**src/rtl/audio_pkg.sv**
```systemverilog
// Shared audio types and the note divider table used by both tonegen and tone_decoder.
package audio_pkg;

    typedef logic [3:0] note_t;
    typedef logic [2:0] octave_t;

    typedef enum logic [1:0] {
        IDLE,
        MEASURE,
        SEARCH,
        DECIDE
    } tone_dec_state_t;

    localparam int NUM_NOTES   = 12;
    localparam int NUM_OCTAVES = 8;

    // Octave-0 clock divider per note, C first; higher octaves are right shifts of these.
    function automatic logic [11:0] note_div(input note_t n);
        logic [11:0] d;
        case (n)
            4'd0:    d = 12'd1468;
            4'd1:    d = 12'd1386;
            4'd2:    d = 12'd1308;
            4'd3:    d = 12'd1234;
            4'd4:    d = 12'd1165;
            4'd5:    d = 12'd1099;
            4'd6:    d = 12'd1038;
            4'd7:    d = 12'd980;
            4'd8:    d = 12'd924;
            4'd9:    d = 12'd873;
            4'd10:   d = 12'd824;
            4'd11:   d = 12'd777;
            default: d = 12'd0;
        endcase
        return d;
    endfunction

endpackage

```
**src/rtl/tone_div_rom.sv**
```systemverilog
// Expected half-period in samples for a (note, octave) pair: tonegen holds each level div+1 samples.
module tone_div_rom
    import audio_pkg::*;
(
    input  note_t       note,
    input  octave_t     octave,
    output logic [11:0] half_period
);

    always_comb begin
        half_period = (note_div(note) >> octave) + 12'd1;
    end

endmodule

```
**src/rtl/tone_decoder.sv**
```systemverilog
// Measures the half-period and peak of an incoming square wave and decodes note/octave/volume.
module tone_decoder
    import audio_pkg::*;
#(
    parameter int TOL        = 2,
    parameter int LOCK_COUNT = 2
)
(
    input  logic        clk,
    input  logic        reset,
    input  logic [15:0] adc_data,
    input  logic        adc_valid,
    output logic        adc_ready,
    output note_t       note,
    output octave_t     octave,
    output logic [7:0]  volume,
    output logic        tone_valid
);

    localparam int             MW       = $clog2(LOCK_COUNT + 1);
    localparam logic [MW-1:0]  LOCK_MAX = MW'(LOCK_COUNT);

    tone_dec_state_t state;
    logic [11:0]     count;
    logic [11:0]     h;
    logic [16:0]     peak;
    logic [16:0]     p;
    logic            sign;
    note_t           scan_n, best_n, pending_n;
    octave_t         scan_o, best_o, pending_o;
    logic [12:0]     best_diff;
    logic [MW-1:0]   match_cnt;

    logic            accept;
    logic            sample_sign;
    logic            crossing;
    logic [16:0]     sample_abs;
    logic [11:0]     cand;
    logic [12:0]     cand_diff;
    logic            is_match;
    logic [MW-1:0]   match_next;

    tone_div_rom u_rom (
        .note        (scan_n),
        .octave      (scan_o),
        .half_period (cand)
    );

    // A zero sample carries no polarity, so it never counts as a crossing.
    always_comb begin
        accept      = adc_valid && adc_ready;
        sample_sign = (adc_data == 16'd0) ? sign : adc_data[15];
        crossing    = accept && (sample_sign != sign);
        sample_abs  = adc_data[15] ? (17'd0 - {adc_data[15], adc_data}) : {1'b0, adc_data};
        cand_diff   = (cand >= h) ? {1'b0, cand - h} : {1'b0, h - cand};
        is_match    = (best_diff <= 13'(TOL));
        match_next  = MW'(1);
        if ((best_n == pending_n) && (best_o == pending_o)) begin
            match_next = (match_cnt == LOCK_MAX) ? LOCK_MAX : match_cnt + MW'(1);
        end
    end

    always_ff @(posedge clk or posedge reset) begin
        if (reset) begin
            state      <= IDLE;
            adc_ready  <= 1'b1;
            count      <= '0;
            h          <= '0;
            peak       <= '0;
            p          <= '0;
            sign       <= 1'b0;
            scan_n     <= '0;
            scan_o     <= '0;
            best_n     <= '0;
            best_o     <= '0;
            best_diff  <= '1;
            pending_n  <= '0;
            pending_o  <= '0;
            match_cnt  <= '0;
            note       <= '0;
            octave     <= '0;
            volume     <= '0;
            tone_valid <= 1'b0;
        end else begin
            if (accept) begin
                sign <= sample_sign;
            end
            case (state)
                IDLE: begin
                    if (crossing) begin
                        count <= 12'd1;
                        peak  <= sample_abs;
                        state <= MEASURE;
                    end
                end
                MEASURE: begin
                    if (crossing) begin
                        h         <= count;
                        p         <= peak;
                        count     <= 12'd1;
                        peak      <= sample_abs;
                        scan_n    <= '0;
                        scan_o    <= '0;
                        best_diff <= '1;
                        adc_ready <= 1'b0;
                        state     <= SEARCH;
                    end else if (accept) begin
                        if (sample_abs > peak) begin
                            peak <= sample_abs;
                        end
                        if (count != 12'hFFF) begin
                            count <= count + 12'd1;
                        end
                        // A half-period this long is silence or DC: drop the lock.
                        if (count >= 12'hFFE) begin
                            tone_valid <= 1'b0;
                            match_cnt  <= '0;
                            state      <= IDLE;
                        end
                    end
                end
                SEARCH: begin
                    if (cand_diff < best_diff) begin
                        best_diff <= cand_diff;
                        best_n    <= scan_n;
                        best_o    <= scan_o;
                    end
                    if (scan_o == 3'd7) begin
                        scan_o <= '0;
                        if (scan_n == 4'd11) begin
                            state <= DECIDE;
                        end else begin
                            scan_n <= scan_n + 4'd1;
                        end
                    end else begin
                        scan_o <= scan_o + 3'd1;
                    end
                end
                DECIDE: begin
                    if (is_match) begin
                        pending_n <= best_n;
                        pending_o <= best_o;
                        match_cnt <= match_next;
                        if (match_next == LOCK_MAX) begin
                            note       <= best_n;
                            octave     <= best_o;
                            volume     <= (p > 17'd255) ? 8'hFF : p[7:0];
                            tone_valid <= 1'b1;
                        end
                    end else begin
                        match_cnt  <= '0;
                        tone_valid <= 1'b0;
                    end
                    adc_ready <= 1'b1;
                    state     <= MEASURE;
                end
                default: begin
                    adc_ready <= 1'b1;
                    state     <= IDLE;
                end
            endcase
        end
    end

endmodule
```
**config.mk**
```make
export PLATFORM = sky130hd
export DESIGN_NAME = tone_decoder
export DESIGN_NICKNAME = d
export VERILOG_FILES = /design/src/rtl/audio_pkg.sv /design/src/rtl/tone_div_rom.sv /design/src/rtl/tone_decoder.sv
export SDC_FILE = /design/constraint.sdc
export NUM_CORES = 1
export LEC_CHECK = 0
export BUFFER_PORTS_ARGS = -buffer_cell sky130_fd_sc_hd__buf_2
export CELL_PAD_IN_SITES_DETAIL_PLACEMENT = 1
export CELL_PAD_IN_SITES_GLOBAL_PLACEMENT = 2
export CORE_UTILIZATION = 36
export CTS_CLUSTER_DIAMETER = 60
export DETAILED_ROUTE_END_ITERATION = 6
export GPL_TIMING_DRIVEN = 0
export PLACE_DENSITY = 0.8
export SYNTH_ARGS = -nofsm -noshare
export SYNTH_HDL_FRONTEND = slang
export SYNTH_SLANG_ARGS = --single-unit
```
**constraint.sdc**
```tcl
create_clock -name clk -period 5.95 [get_ports clk]
set_input_delay 0.595 -clock clk [delete_from_list [all_inputs] [get_ports clk]]
set_output_delay 0.595 -clock clk [all_outputs]
set_load 0.005 [all_outputs]
```
-- After elaboration in Yosys (flattened, before gate mapping)
Memory sizes are Yosys's and may differ from the RTL's.
Cells that the tools add are included.
- bits in registers: 114
- latch bits: 0
- bits in writable memories: 0
- memory bits (read-only): 176
- output and inout port bits: 17
- memories kept: 1
- add/sub/neg operators: 8
- multiply operators: 0
- divide/modulo/power cells: 0
- order comparisons: 6
- equal/unequal tests: 25
- shifts and indexed selects: 1
- mux-type cells: 44
- bitwise operators: 0
- reductions and logical operators: 21
- memory list (name ; depth ; bits a word ; rd ports ; clocked after memory_dff ; write ports ; line ; text):
    (name not given) ; 16 ; 11 ; 1 ; 0 ; 0 ; audio_pkg.sv:20 ; case (n)
- operators by type and width (cell ; count):
    $mux W17 ; 5
    $mux W12 ; 5
    $pmux W17 S2 ; 1
    $mux W13 ; 2
    $pmux W13 S2 ; 1
    $add A12 B1 Y12 const B ; 2
    $pmux W12 S2 ; 1
    $sub A12 B12 Y12 ; 2
    $mux W2 ; 10
    $ne A2 B2 Y1 const B ; 9
    $gt A17 B17 Y1 ; 1
    $gt A17 B8 Y1 const B ; 1
    $sub A1 B16 Y17 const A ; 1
    $logic_not A16 Y1 ; 1
    $reduce_and A4 Y1 ; 4
    $ne A3 B3 Y1 const B ; 5
    $le A13 B2 Y1 const B ; 1
    $lt A12 B13 Y1 ; 1
    $ge A12 B12 Y1 ; 1
    $ge A12 B12 Y1 const B ; 1
    $mux W4 ; 3
    $ne A12 B12 Y1 const B ; 1
    $shr A12 B3 Y12 ; 1
    $reduce_and A2 Y1 ; 5
    other kinds (23) ; 40

-- Depth between registers and ports, before layout
Gate-level depths: netlist of the first run.
An unclocked memory read counts as a cell.
- word-level depth: 8
- mapped depth: 30
- depth with buffers taken out: 26

-- Modules after synthesis
From an unflattened synthesis of the first run, not the netlist that was laid out.
- cells, all modules: 885
- area, all modules: 8025.2 um2
- by module, submodules not included (module ; times used ; cells an instance ; area an instance (um2) ; seq. area each (um2)):
    tone_decoder ; 1 ; 733 ; 6991.7 ; 2870.3
    tone_div_rom ; 1 ; 152 ; 1033.5 ; 0.0

-- Least setup slack after synthesis of the first run
OpenSTA, ideal clock, no wires.
- path type: register to register
- start point: register scan_n[0]
- end point: register best_diff[11]
- library setup time: 0.089 ns
- arrival time: 6.428 ns
- data required time: 5.861 ns
- path slack: -0.567 ns
- cell stages (with the launch flop): 30
- clock period less this slack: 6.517 ns
- cells stage by stage: dfrtp_1 -> clkbuf_1 -> inv_1 -> ha_1 -> or3b_2 -> o2111ai_2 -> nand3_1 -> or4b_1 -> a21o_1 -> nor2_2 -> mux2_2 -> ha_1 -> and3_1 -> clkbuf_1 -> a221oi_1 -> and2_1 -> a21o_1 -> buf_2 -> mux2i_1 -> a21oi_1 -> xnor2_1 -> ha_1 -> nand4_1 -> a211oi_1 -> o211ai_1 -> a21o_1 -> nand3_1 -> clkbuf_1 -> nor2_1 -> a211oi_1
- cells in the longest elaborated chain, start to end: 8
- ends and longest elaborated chain (item ; line ; text):
    start: declaration ; tone_decoder.sv:29 ; note_t scan_n, best_n, pending_n;
    start signal: assignment ; tone_decoder.sv:133 ; scan_n <= scan_n + 4'd1;
    $mem_v2 Z16 W11 (*) ; n/a ;
    $shr A12 B3 Y12 (*) ; tone_div_rom.sv:11 ; half_period = (note_div(note) >> octave) + 12'd1;
    $add A12 B1 Y12 (*) ; tone_div_rom.sv:11 ;
    $sub A12 B12 Y12 / $ge A12 B12 Y1 (equally long branches) ; tone_decoder.sv:55 ; cand_diff = (cand >= h) ? {1'b0, cand - h} : {1'b0, h - cand};
    $mux W12 (*) ; tone_decoder.sv:55 ;
    $lt A12 B13 Y1 ; tone_decoder.sv:123 ; if (cand_diff < best_diff) begin
    $ne A2 B2 Y1 (no line) ; n/a ;
    $reduce_and A3 Y1 (no line) ; n/a ;
    end signal: assignment ; tone_decoder.sv:124 ; best_diff <= cand_diff;
    end: declaration ; tone_decoder.sv:31 ; logic [12:0] best_diff;
Mark *: on every way between the ends. The rest lies on a longest branch, timed or not. The select of a mux whose other input is x is not followed.
A chain may end at the register's enable or synchronous reset.

-- Worst setup path after layout of the first run
Ends and elaborated chain as after synthesis.

==> qor.yml, run 1 <==
synth:
  synth_top_family_by_area: "compound AO/OA/AOI/OAI gates"
  yosys.area.top_type: "dfrtp_1"
  yosysUniqueCellTypes: 76
  synthArstFlopShare: 1.00
  synth-main-ff-cell: "dfrtp_1"
  synth_edf_count: 0
  synth_compound_area_frac: 0.183
  syn_avg_cell_area_um2: 8.93
  ys_warn_count: 0
  netlist_area_um2: 8010
  synth_common_cells: "100 x dfrtp_1, 98 x nand2_1, 74 x inv_1"
  yosysMostFrequentCell: "dfrtp_1"
  synthAdderAreaFrac: 0.113
  synth-xor-area-share: 0.0525
  synthTopCellsByArea: "dfrtp_1 31%, ha_1 11%, mux2_2 5.5%"
  synth_top_area_frac: 0.313
  seq_area_frac_synth: 0.358
  yosys.area_share.simple: 0.169
  ys_seq_elements: 114
  netlist_instances: 897
  muxShareOfSynthArea: 0.0686
finish:
  final_net_count: 1077
  syn_to_final_growth_pct: 24.7
  fin_area_um2: 9980
  n_fill_cell: 2502
  multi_input_area_um2: 5170
  layout-drive-gt1-share: 0.263
  register_area_um2: 2870
clock_tree:
  clock_path_buffers: 2
  cts.sink_count: 114
  numCtsBuffers: 17
  htree_levels: 4
  cts.clk_slew.worst_paths_ns: 0.06
  cts_tree: "built"
  holdBufCountCts: 0
  clockRootBuffer: "clkbuf_16"
  insertion_delay_ns: 0.42
timing:
  slew_viol_final: 0
  setup_viol: 19
  finalClockSkew_ns: 0.0102
  fin_crit_ns: 6.27
  fin_ws_ns: -0.320
  layout_worst_path_cycle_share: 1.05
  whs_ns: 0.212
  tightest_slew_ns: 1.10
  hold_viol: 0
  fmaxAchievable_mhz: 159
  rsz0062_at_grt: "true"
  slew_headroom: 0.264
global_routing:
  grt_start_max_net_pins: 62
  grt_usage: 0.219
  grt_pass1_wl_um: 38400
  grt_pass1_vias: 7207
  grt.overflow.total: 0
  antenna_found_initial: 1
floorplan:
  core_area_um2: 21800
  fp.dieW_um: 151
  ioPinCount: 36
  fp.dieArea_um2: 22800
  start_util: 0.367
  die_y_um: 151
  rows: 54
min_path:
  hp-class: "input port to asynchronous set/reset pin"
worst_setup_path:
  worst_setup_path_end_kind: "flop"
  cpLargestDelayFamily: "compound AO/OA/AOI/OAI gates"
  worstPathMaxFanout: 8
  crit_path_end: "best_diff[11]$_DFFE_PP1P_"
  cp_slowest_stage_delay_ns: 0.57
  crit_start: "scan_n[0]$_DFFE_PP0P_"
  cp.depth: 28
  critPathRequiredTime_ns: 6.29
  crit-reg2reg-launch: "scan_n[0]$_DFFE_PP0P_"
  reg2reg_to: "best_diff[11]$_DFFE_PP1P_"
  regToRegSetupSlack_ns: -0.32
  reg2regPathDepth: 28
  path_common_cell: "ha_4"
  crit_arrival_ns: 6.61
  criticalPathCategory: "flop to flop"
  crit_buf_inv: 5
  slowest_stage: "or4b_4"
  cp-start-kind: "flop"
pwr:
  ir_worst_vdd_uv: 198
  power.density_nw_per_um2: 189
  p_leak_nw: 4.38
outcome:
  violations: "negative setup slack"
  status: "finished with violations"
placement:
  post-dp-hpwl_um: 17100
  placed_area_um2: 8630
  port_buffers: 34
  place_congestion: 0.886
detailed_routing:
  drtIter0Drc: 234
  dr.pass1.iters: 4
  ant_nets: 0
  routed-via-count: 6986
  via_per_inst: 5.45
  drcViolationCount: 0
  routed_wl_um: 23900
  wire_per_inst_um: 18.6
job:
  maxCapViolCount: 0
-- power by group --
group	total [W]	internal [W]	leakage [nW]	switching, W
Combinational	0.000137	0.0000587	2.61	0.0000783
Sequential	0.000776	0.000776	1.49	0
Clock	0.000975	0.000552	0.278	0.000423
Total	0.00189	0.00139	4.38	0.000502
-- area by class of cell --
| cell class | count | share of cell area |
|---|---|---|
| Sequential cell | 114 | 0.288 |
| Tap cell | 280 | 0.0351 |
| Multi-Input combinational cell | 671 | 0.518 |
| Clock inverter | 15 | 0.0137 |
| Clock buffer | 17 | 0.0426 |
| Inverter | 75 | 0.0295 |
| Buffer | 35 | 0.0203 |
| Antenna cell | 1 | 0.000251 |
| Timing Repair Buffer | 73 | 0.0529 |
-- cells in the final DEF (no fill, tap or decap), types with 6 or more instances in the layout --
master / synthesis / layout
dfrtp_1: 100 / 99
a21o_1: 17 / 15
buf_6: 0 / 6
inv_6: 0 / 9
xnor2_1: 37 / 35
nor2_2: 1 / 6
nor2b_1: 14 / 13
inv_1: 74 / 71
a211oi_2: 0 / 6
clkbuf_16: 0 / 17
nor4_1: 10 / 9
buf_4: 1 / 31
a21oi_1: 39 / 29
nand2_1: 98 / 90
xor2_1: 11 / 8
nor2_1: 71 / 65
dfstp_2: 14 / 14
ha_1: 69 / 62
nand4_1: 15 / 15
and2_1: 8 / 6
a31oi_1: 7 / 7
mux2_2: 39 / 39
a21oi_2: 0 / 9
o31ai_1: 8 / 7
o21ai_0: 52 / 44
nand3_1: 19 / 17
buf_2: 9 / 42
mux2i_1: 11 / 6
nor3_1: 16 / 16
o211ai_1: 9 / 9
o22a_1: 9 / 9
clkbuf_1: 27 / 17
-- routing by layer --
metal	vias to the layer above	wire, µm	GRT usage
met1	3495	10800	0.280
met3	28	575	0.0322
met2	96	12100	0.382
met5	-	0	0
met4	0	372	0.0590
li1	3367	-	-
-- kinds of logic (layout without fill, tap and decap cells) --
family	Yosys count	in the layout
AOI/OAI and AO/OA	214	214
xor gates and xnor gates	48	48
adders and majority gates	71	71
buffers and inverters	113	215
DFF	114	114
muxes	50	50
other	1	3
and+or+nand+nor	286	286
-- per-stage QoR --
step	setup TNS (ns)	total power (W)	cells	utilization	setup WS [ns]
final	-4.07	0.00189	1281	0.457	-0.320
after floorplan	0	0.000865	898	-	0.0293
after CTS	-4.52	0.00190	1273	0.446	-0.313
after global placement	-19.16	0.000898	1212	0.394	-1.16
after global routing	-8.53	0.00196	1280	0.457	-0.556
after detailed placement	-19.04	0.000904	1213	0.395	-1.12
-- flip-flops by register name, indices dropped and copies added (netlist names) --
signal and flops:
volume 8, best_diff 13, tone_valid 1, octave 3, count 12, adc_ready 1, state 2, best_o 3
note 4, match_cnt 2, peak 17, pending_o 3, best_n 4, h 12, pending_n 4, scan_n 4
p 17, scan_o 3, sign 1
-- repair_timing --
action	in CTS	in global routing
cloned	3	0
gates resized for setup	78	49
setup endpoints to repair	19	19
endpoints found under the hold margin	0	0
pin swaps	27	18
setup buffers	27	8
-- worst min path at each step --
stage,end,slack [ns]
floorplan,p[13]$_DFFE_PP0P_,0.45
global placement,p[3]$_DFFE_PP0P_,0.46
detailed placement,p[16]$_DFFE_PP0P_,0.47
CTS,p[5]$_DFFE_PP0P_,0.23
global route,p[5]$_DFFE_PP0P_,0.24
finish,p[5]$_DFFE_PP0P_,0.21
Power figures use the tool's default switching activity.
==> inputs of run 2 (changes only) <==
CORE_MARGIN = 1.5   (was unset)
PLACE_DENSITY = unset   (was 0.8)
PLACE_DENSITY_LB_ADDON = 0.1   (was unset)
==> qor.yml, run 2 (same netlist as run 1, synthesis figures left out) <==
timing:
  layout_worst_path_cycle_share: 1.05  # about the same
  tns_ns: -4.68  # was -4.07 ns
  slew_viol_final: 0  # unchanged
  fin_ws_ns: -0.289  # was -0.320 ns
  slew_headroom: 0.237  # was 0.264
  tightest_slew_ns: 1.14  # was 1.10 ns
  finalClockSkew_ns: 0.0195  # was 0.0102 ns
  setup_viol: 19  # unchanged
  fin_crit_ns: 6.24  # was 6.27 ns
  whs_ns: 0.111  # was 0.212 ns
  hold_viol: 0  # unchanged
  rsz0062_at_grt: "true"  # unchanged
  fmaxAchievable_mhz: 160  # was 159 MHz
placement:
  place_congestion: 0.883  # was 0.886
  port_buffers: 34  # unchanged
  place_inst: 1213  # unchanged
  post-dp-hpwl_um: 18200  # was 17100 µm
  preCtsSetupSlack_ns: -1.47  # was -1.12 ns
global_routing:
  grt_start_max_net_pins: 97  # was 62
  grt_pass1_wl_um: 40100  # was 38400 µm
  antenna_found_initial: 0  # was 1
  grt.overflow.total: 0  # unchanged
  grt_pass1_vias: 7494  # was 7207
  grt_usage: 0.216  # was 0.219
floorplan:
  start_util: 0.367  # unchanged
  fp.dieArea_um2: 23100  # was 22800 µm²
  ioPinCount: 36  # unchanged
  fp.dieW_um: 152  # was 151 µm
  rows: 54  # unchanged
  die_y_um: 152  # was 151 µm
  core_area_um2: 21800  # unchanged
clock_tree:
  numCtsBuffers: 17  # unchanged
  cts_tree: "built"  # unchanged
  cts.clk_slew.worst_paths_ns: 0.06  # about the same
  insertion_delay_ns: 0.42  # about the same
  clock_path_buffers: 2  # unchanged
  holdBufCountCts: 0  # unchanged
  clockRootBuffer: "clkbuf_16"  # unchanged
  cts.sink_count: 114  # unchanged
  htree_levels: 4  # unchanged
worst_setup_path:
  crit_arrival_ns: 6.58  # was 6.61 ns
  cp-start-kind: "flop"  # unchanged
  regToRegSetupSlack_ns: -0.29  # was -0.32 ns
  worst_setup_path_end_kind: "flop"  # unchanged
  worstPathMaxFanout: 8  # unchanged
  criticalPathCategory: "flop to flop"  # unchanged
  critPathRequiredTime_ns: 6.29  # about the same
detailed_routing:
  routed_wl_um: 24500  # was 23900 µm
  routed-via-count: 7022  # was 6986
  drcViolationCount: 0  # unchanged
  wire_per_inst_um: 19.1  # was 18.6 µm
  drtIter0Drc: 279  # was 234
  dr.pass1.iters: 4  # unchanged
  ant_nets: 0  # unchanged
  via_per_inst: 5.47  # was 5.45
outcome:
  status: "finished with violations"  # unchanged
  violations: "negative setup slack"  # unchanged
pwr:
  power.density_nw_per_um2: 194  # was 189 nW/µm²
  ir_worst_vdd_uv: 188  # was 198 µV
  p_leak_nw: 4.43  # was 4.38 nW
min_path:
  hp-class: "input port to asynchronous set/reset pin"  # unchanged
job:
  maxCapViolCount: 0  # unchanged
finish:
  multi_input_area_um2: 5200  # was 5170 µm²
  layout.cells.non_filler: 1284  # was 1281
  layout_commonest_cell: "dfrtp_1"  # unchanged
  syn_to_final_growth_pct: 26.0  # was 24.7%
  final_cell_mix: "97 x dfrtp_1, 90 x nand2_1, 71 x inv_1"  # was 99 x dfrtp_1, 90 x nand2_1, 71 x inv_1
  register_area_um2: 2870  # about the same
  layout-drive-gt1-share: 0.269  # was 0.263
  final_net_count: 1082  # was 1077
  n_fill_cell: 2506  # was 2502
  antenna_cells: 0  # was 1
  reg_top3: "p: 17 flops, peak: 17 flops, best_diff: 13 flops"  # unchanged
run 2: cell types whose count changed in the layout (fill, tap and decap cells not counted), sizes merged:
cell	previous run	this run
inv	85	75
buf	84	90
bufinv	0	3
clkinv	4	7
clkbuf	41	42
clkinvlp	1	2
diode	1	0
run 2: timing repair:
item | 4_1_cts | 5_1_grt
resized for setup | 72 | 70
buffers inserted | 30 | 12
cloned | 2 | 0
pin swaps | 37 | 28
setup endpoints to repair | 19 | 19
run 2: worst paths after layout:
path                                              to  cells past startpoint             startpoint
setup / recovery            best_diff[2]$_DFFE_PP1P_                     27  scan_n[0]$_DFFE_PP0P_
hold / removal              pending_o[0]$_DFFE_PP0P_                      2                  reset
setup reg to reg            best_diff[2]$_DFFE_PP1P_                     27  scan_n[0]$_DFFE_PP0P_
hold reg to reg                     p[5]$_DFFE_PP0P_                      2       p[5]$_DFFE_PP0P_
max in group asynchronous  best_diff[10]$_DFFE_PP1P_                      3                  reset
min in group clk                 peak[0]$_DFFE_PP0P_                      2            adc_data[0]
run 2: cell type report:
| cell class | count | share of cell area |
|---|---|---|
| Tap cell | 280 | 0.0347 |
| Sequential cell | 114 | 0.285 |
| Buffer | 34 | 0.0206 |
| Inverter | 75 | 0.0291 |
| Clock buffer | 19 | 0.0439 |
| Timing Repair Buffer | 79 | 0.0555 |
| Multi-Input combinational cell | 671 | 0.516 |
| Clock inverter | 12 | 0.0157 |
run 2: metal layers:
| layer | up-vias | part of all wire | global-route usage |
|---|---|---|---|
| met5 | - | 0 | 0 |
| met4 | 0 | 0.014 | 0.0670 |
| met3 | 29 | 0.024 | 0.0287 |
| met2 | 88 | 0.48 | 0.353 |
| met1 | 3537 | 0.48 | 0.296 |
| li1 | 3368 | - | - |
run 2: metrics by stage:
stage	utilization	area, µm²	power, W
after global routing	0.462	10100	0.00203
after global placement	0.394	8600	0.000896
after floorplan	-	8080	0.000865
after detailed placement	0.395	8630	0.000903
after CTS	0.446	9740	0.00198
final	0.462	10100	0.00196
run 2: worst max-delay path, stage by stage, from the launching register on:
cell and delay (ns):
dfrtp_2 0.43, buf_8 0.13, inv_6 0.05, ha_4 0.21
or3b_4 0.40, o2111ai_4 0.13, nand3_2 0.12, or4b_4 0.55
a21o_4 0.24, nor2_4 0.13, mux2_4 0.32, ha_4 0.24
a21o_1 0.22, a221oi_4 0.31, and2_4 0.21, a21o_1 0.13
buf_6 0.17, buf_4 0.16, a31oi_1 0.10, xnor2_1 0.39
ha_1 0.33, a21oi_1 0.16, and2_1 0.21, a21o_1 0.23
nand3_2 0.12, buf_8 0.18, buf_8 0.13, o22a_1 0.17
run 2: report_power, final:
| part | internal (W) | switching, W | total, W |
|---|---|---|---|
| clock | 0.000669 | 0.000381 | 0.00105 |
| sequential | 0.000776 | 0 | 0.000776 |
| combinational | 0.0000561 | 0.0000781 | 0.000134 |
==> inputs of run 3 (changes only) <==
CORE_UTILIZATION = 40   (was 36)
clock period = 6.4 ns   (was 5.95 ns; I/O delays follow)
==> qor.yml, run 3 (same netlist as run 1, synthesis figures left out) <==
outcome:
  status: "finished, final reports clean"  # was finished with violations
pwr:
  power.density_nw_per_um2: 179  # was 194 nW/µm²
  ir_worst_vdd_uv: 179  # was 188 µV
  p_leak_nw: 4.33  # was 4.43 nW
timing:
  setup_viol: 0  # was 19
  fin_crit_ns: 6.33  # was 6.24 ns
  rsz0062_at_grt: "true"  # unchanged
  slew_viol_final: 0  # unchanged
  whs_ns: 0.231  # was 0.111 ns
  finalClockSkew_ns: 0.00854  # was 0.0195 ns
  hold_viol: 0  # unchanged
  layout_worst_path_cycle_share: 0.989  # was 1.05
  tightest_slew_ns: 1.23  # was 1.14 ns
  slew_headroom: 0.171  # was 0.237
  fmaxAchievable_mhz: 158  # was 160 MHz
detailed_routing:
  via_per_inst: 5.59  # was 5.47
  drtIter0Drc: 360  # was 279
  drcViolationCount: 0  # unchanged
  routed_wl_um: 24400  # was 24500 µm
  dr.pass1.iters: 5  # was 4
  wire_per_inst_um: 19.3  # was 19.1 µm
  ant_nets: 0  # unchanged
  routed-via-count: 7061  # was 7022
worst_setup_path:
  crit_arrival_ns: 6.67  # was 6.58 ns
  regToRegSetupSlack_ns: 0.07  # was -0.29 ns
  crit_path_end: "best_diff[7]$_DFFE_PP1P_"  # was best_diff[2]$_DFFE_PP1P_
  worstPathMaxFanout: 7  # was 8
  worst_setup_path_end_kind: "flop"  # unchanged
  crit_start: "scan_n[0]$_DFFE_PP0P_"  # unchanged
  cp.depth: 28  # was 27
  crit-reg2reg-launch: "scan_n[0]$_DFFE_PP0P_"  # unchanged
  critPathRequiredTime_ns: 6.74  # was 6.29 ns
  criticalPathCategory: "flop to flop"  # unchanged
  reg2regPathDepth: 28  # was 27
  slowest_stage: "or4b_4"  # unchanged
  cpLargestDelayFamily: "compound AO/OA/AOI/OAI gates"  # was simple AND/OR/NAND/NOR gates
  cp-start-kind: "flop"  # unchanged
  reg2reg_to: "best_diff[7]$_DFFE_PP1P_"  # was best_diff[2]$_DFFE_PP1P_
  crit_buf_inv: 7  # was 6
  cp_slowest_stage_delay_ns: 0.57  # was 0.55 ns
global_routing:
  grt_usage: 0.242  # was 0.216
  grt.overflow.total: 0  # unchanged
  antenna_found_initial: 0  # unchanged
  grt_pass1_vias: 7486  # was 7494
  grt_start_max_net_pins: 76  # was 97
  grt_pass1_wl_um: 38700  # was 40100 µm
placement:
  place_congestion: 0.906  # was 0.883
  port_buffers: 34  # unchanged
  placed_area_um2: 8550  # was 8630 µm²
  post-dp-hpwl_um: 18300  # was 18200 µm
floorplan:
  die_y_um: 144  # was 152 µm
  rows: 51  # was 54
  start_util: 0.410  # was 0.367
  fp.dieArea_um2: 20900  # was 23100 µm²
  core_area_um2: 19500  # was 21800 µm²
  ioPinCount: 36  # unchanged
  fp.dieW_um: 144  # was 152 µm
clock_tree:
  numCtsBuffers: 17  # unchanged
  cts.sink_count: 114  # unchanged
  cts_tree: "built"  # unchanged
  cts.clk_slew.worst_paths_ns: 0.06  # about the same
  clock_path_buffers: 2  # unchanged
  insertion_delay_ns: 0.42  # about the same
  holdBufCountCts: 0  # unchanged
  clockRootBuffer: "clkbuf_16"  # unchanged
  htree_levels: 4  # unchanged
finish:
  antenna_cells: 0  # unchanged
  syn_to_final_growth_pct: 22.7  # was 26.0%
  fin_area_um2: 9830  # was 10100 µm²
  reg_top3: "p: 17 flops, peak: 17 flops, best_diff: 13 flops"  # unchanged
  layout_commonest_cell: "dfrtp_1"  # unchanged
  final_net_count: 1075  # was 1082
  final_cell_mix: "99 x dfrtp_1, 97 x nand2_1, 71 x inv_1"  # was 97 x dfrtp_1, 90 x nand2_1, 71 x inv_1
  layout-drive-gt1-share: 0.241  # was 0.269
min_path:
  hp-class: "input port to asynchronous set/reset pin"  # unchanged
job:
  maxCapViolCount: 0  # unchanged
-- run 3: changes by cell type in the layout (fill, tap and decap cells not counted), moves of 4 or more --
cell / change
buf_4: -4
nand2_1: +7
nand2_2: -4
a21oi_2: -4
o21ai_0: +7
o21ai_2: -4
-- run 3: through the flow --
step | setup TNS (ns) | power, W | cells | setup WS (ns) | util
after floorplan | 0 | 0.000803 | 898 | 0.0680 | -
after global placement | -22.64 | 0.000831 | 1197 | -1.27 | 0.436
after detailed placement | -22.57 | 0.000840 | 1198 | -1.27 | 0.438
after CTS | 0 | 0.00178 | 1247 | 0.00249 | 0.484
after global routing | -2.15 | 0.00183 | 1263 | -0.183 | 0.503
final | 0 | 0.00176 | 1263 | 0.0712 | 0.503
-- run 3: routing by layer --
metal,vias to the layer above,routed length [µm],track usage
met1,3523,10200,0.281
met5,-,0,0
met3,44,736,0.0430
met2,130,12600,0.438
li1,3364,-,-
met4,0,822,0.103
-- run 3: worst min-delay path by stage --
stage | end | cells past startpoint | startpoint | slack, ns
CTS | scan_n[1]$_DFFE_PP0P_ | 2 | reset | 0.23
global placement | p[9]$_DFFE_PP0P_ | 2 | p[9]$_DFFE_PP0P_ | 0.46
finish | scan_n[1]$_DFFE_PP0P_ | 2 | reset | 0.23
global route | scan_n[1]$_DFFE_PP0P_ | 2 | reset | 0.25
detailed placement | p[15]$_DFFE_PP0P_ | 2 | p[15]$_DFFE_PP0P_ | 0.48
floorplan | p[13]$_DFFE_PP0P_ | 2 | p[13]$_DFFE_PP0P_ | 0.45
-- run 3: area by class of cell --
type                    instances  area, µm²
inverters                      75        297
well taps                     265        332
fillers                      2270       9700
flip-flops and latches        114       2870
repair buffers                 72        503
clock inverters                14        128
multi-input cells             671       5060
clock buffers                  18        439
plain buffers                  34        195
-- run 3: timing repair --
| item | CTS | global route |
|---|---|---|
| endpoints found under the setup margin | 19 | 19 |
| gates resized for setup | 51 | 54 |
| buffers inserted | 17 | 18 |
| gates cloned | 1 | 1 |
| pin swaps | 15 | 20 |
-- run 3: report_power, final --
group	internal [W]	switching [W]
registers	0.000721	0
logic	0.0000468	0.0000684
clock network	0.000547	0.000373
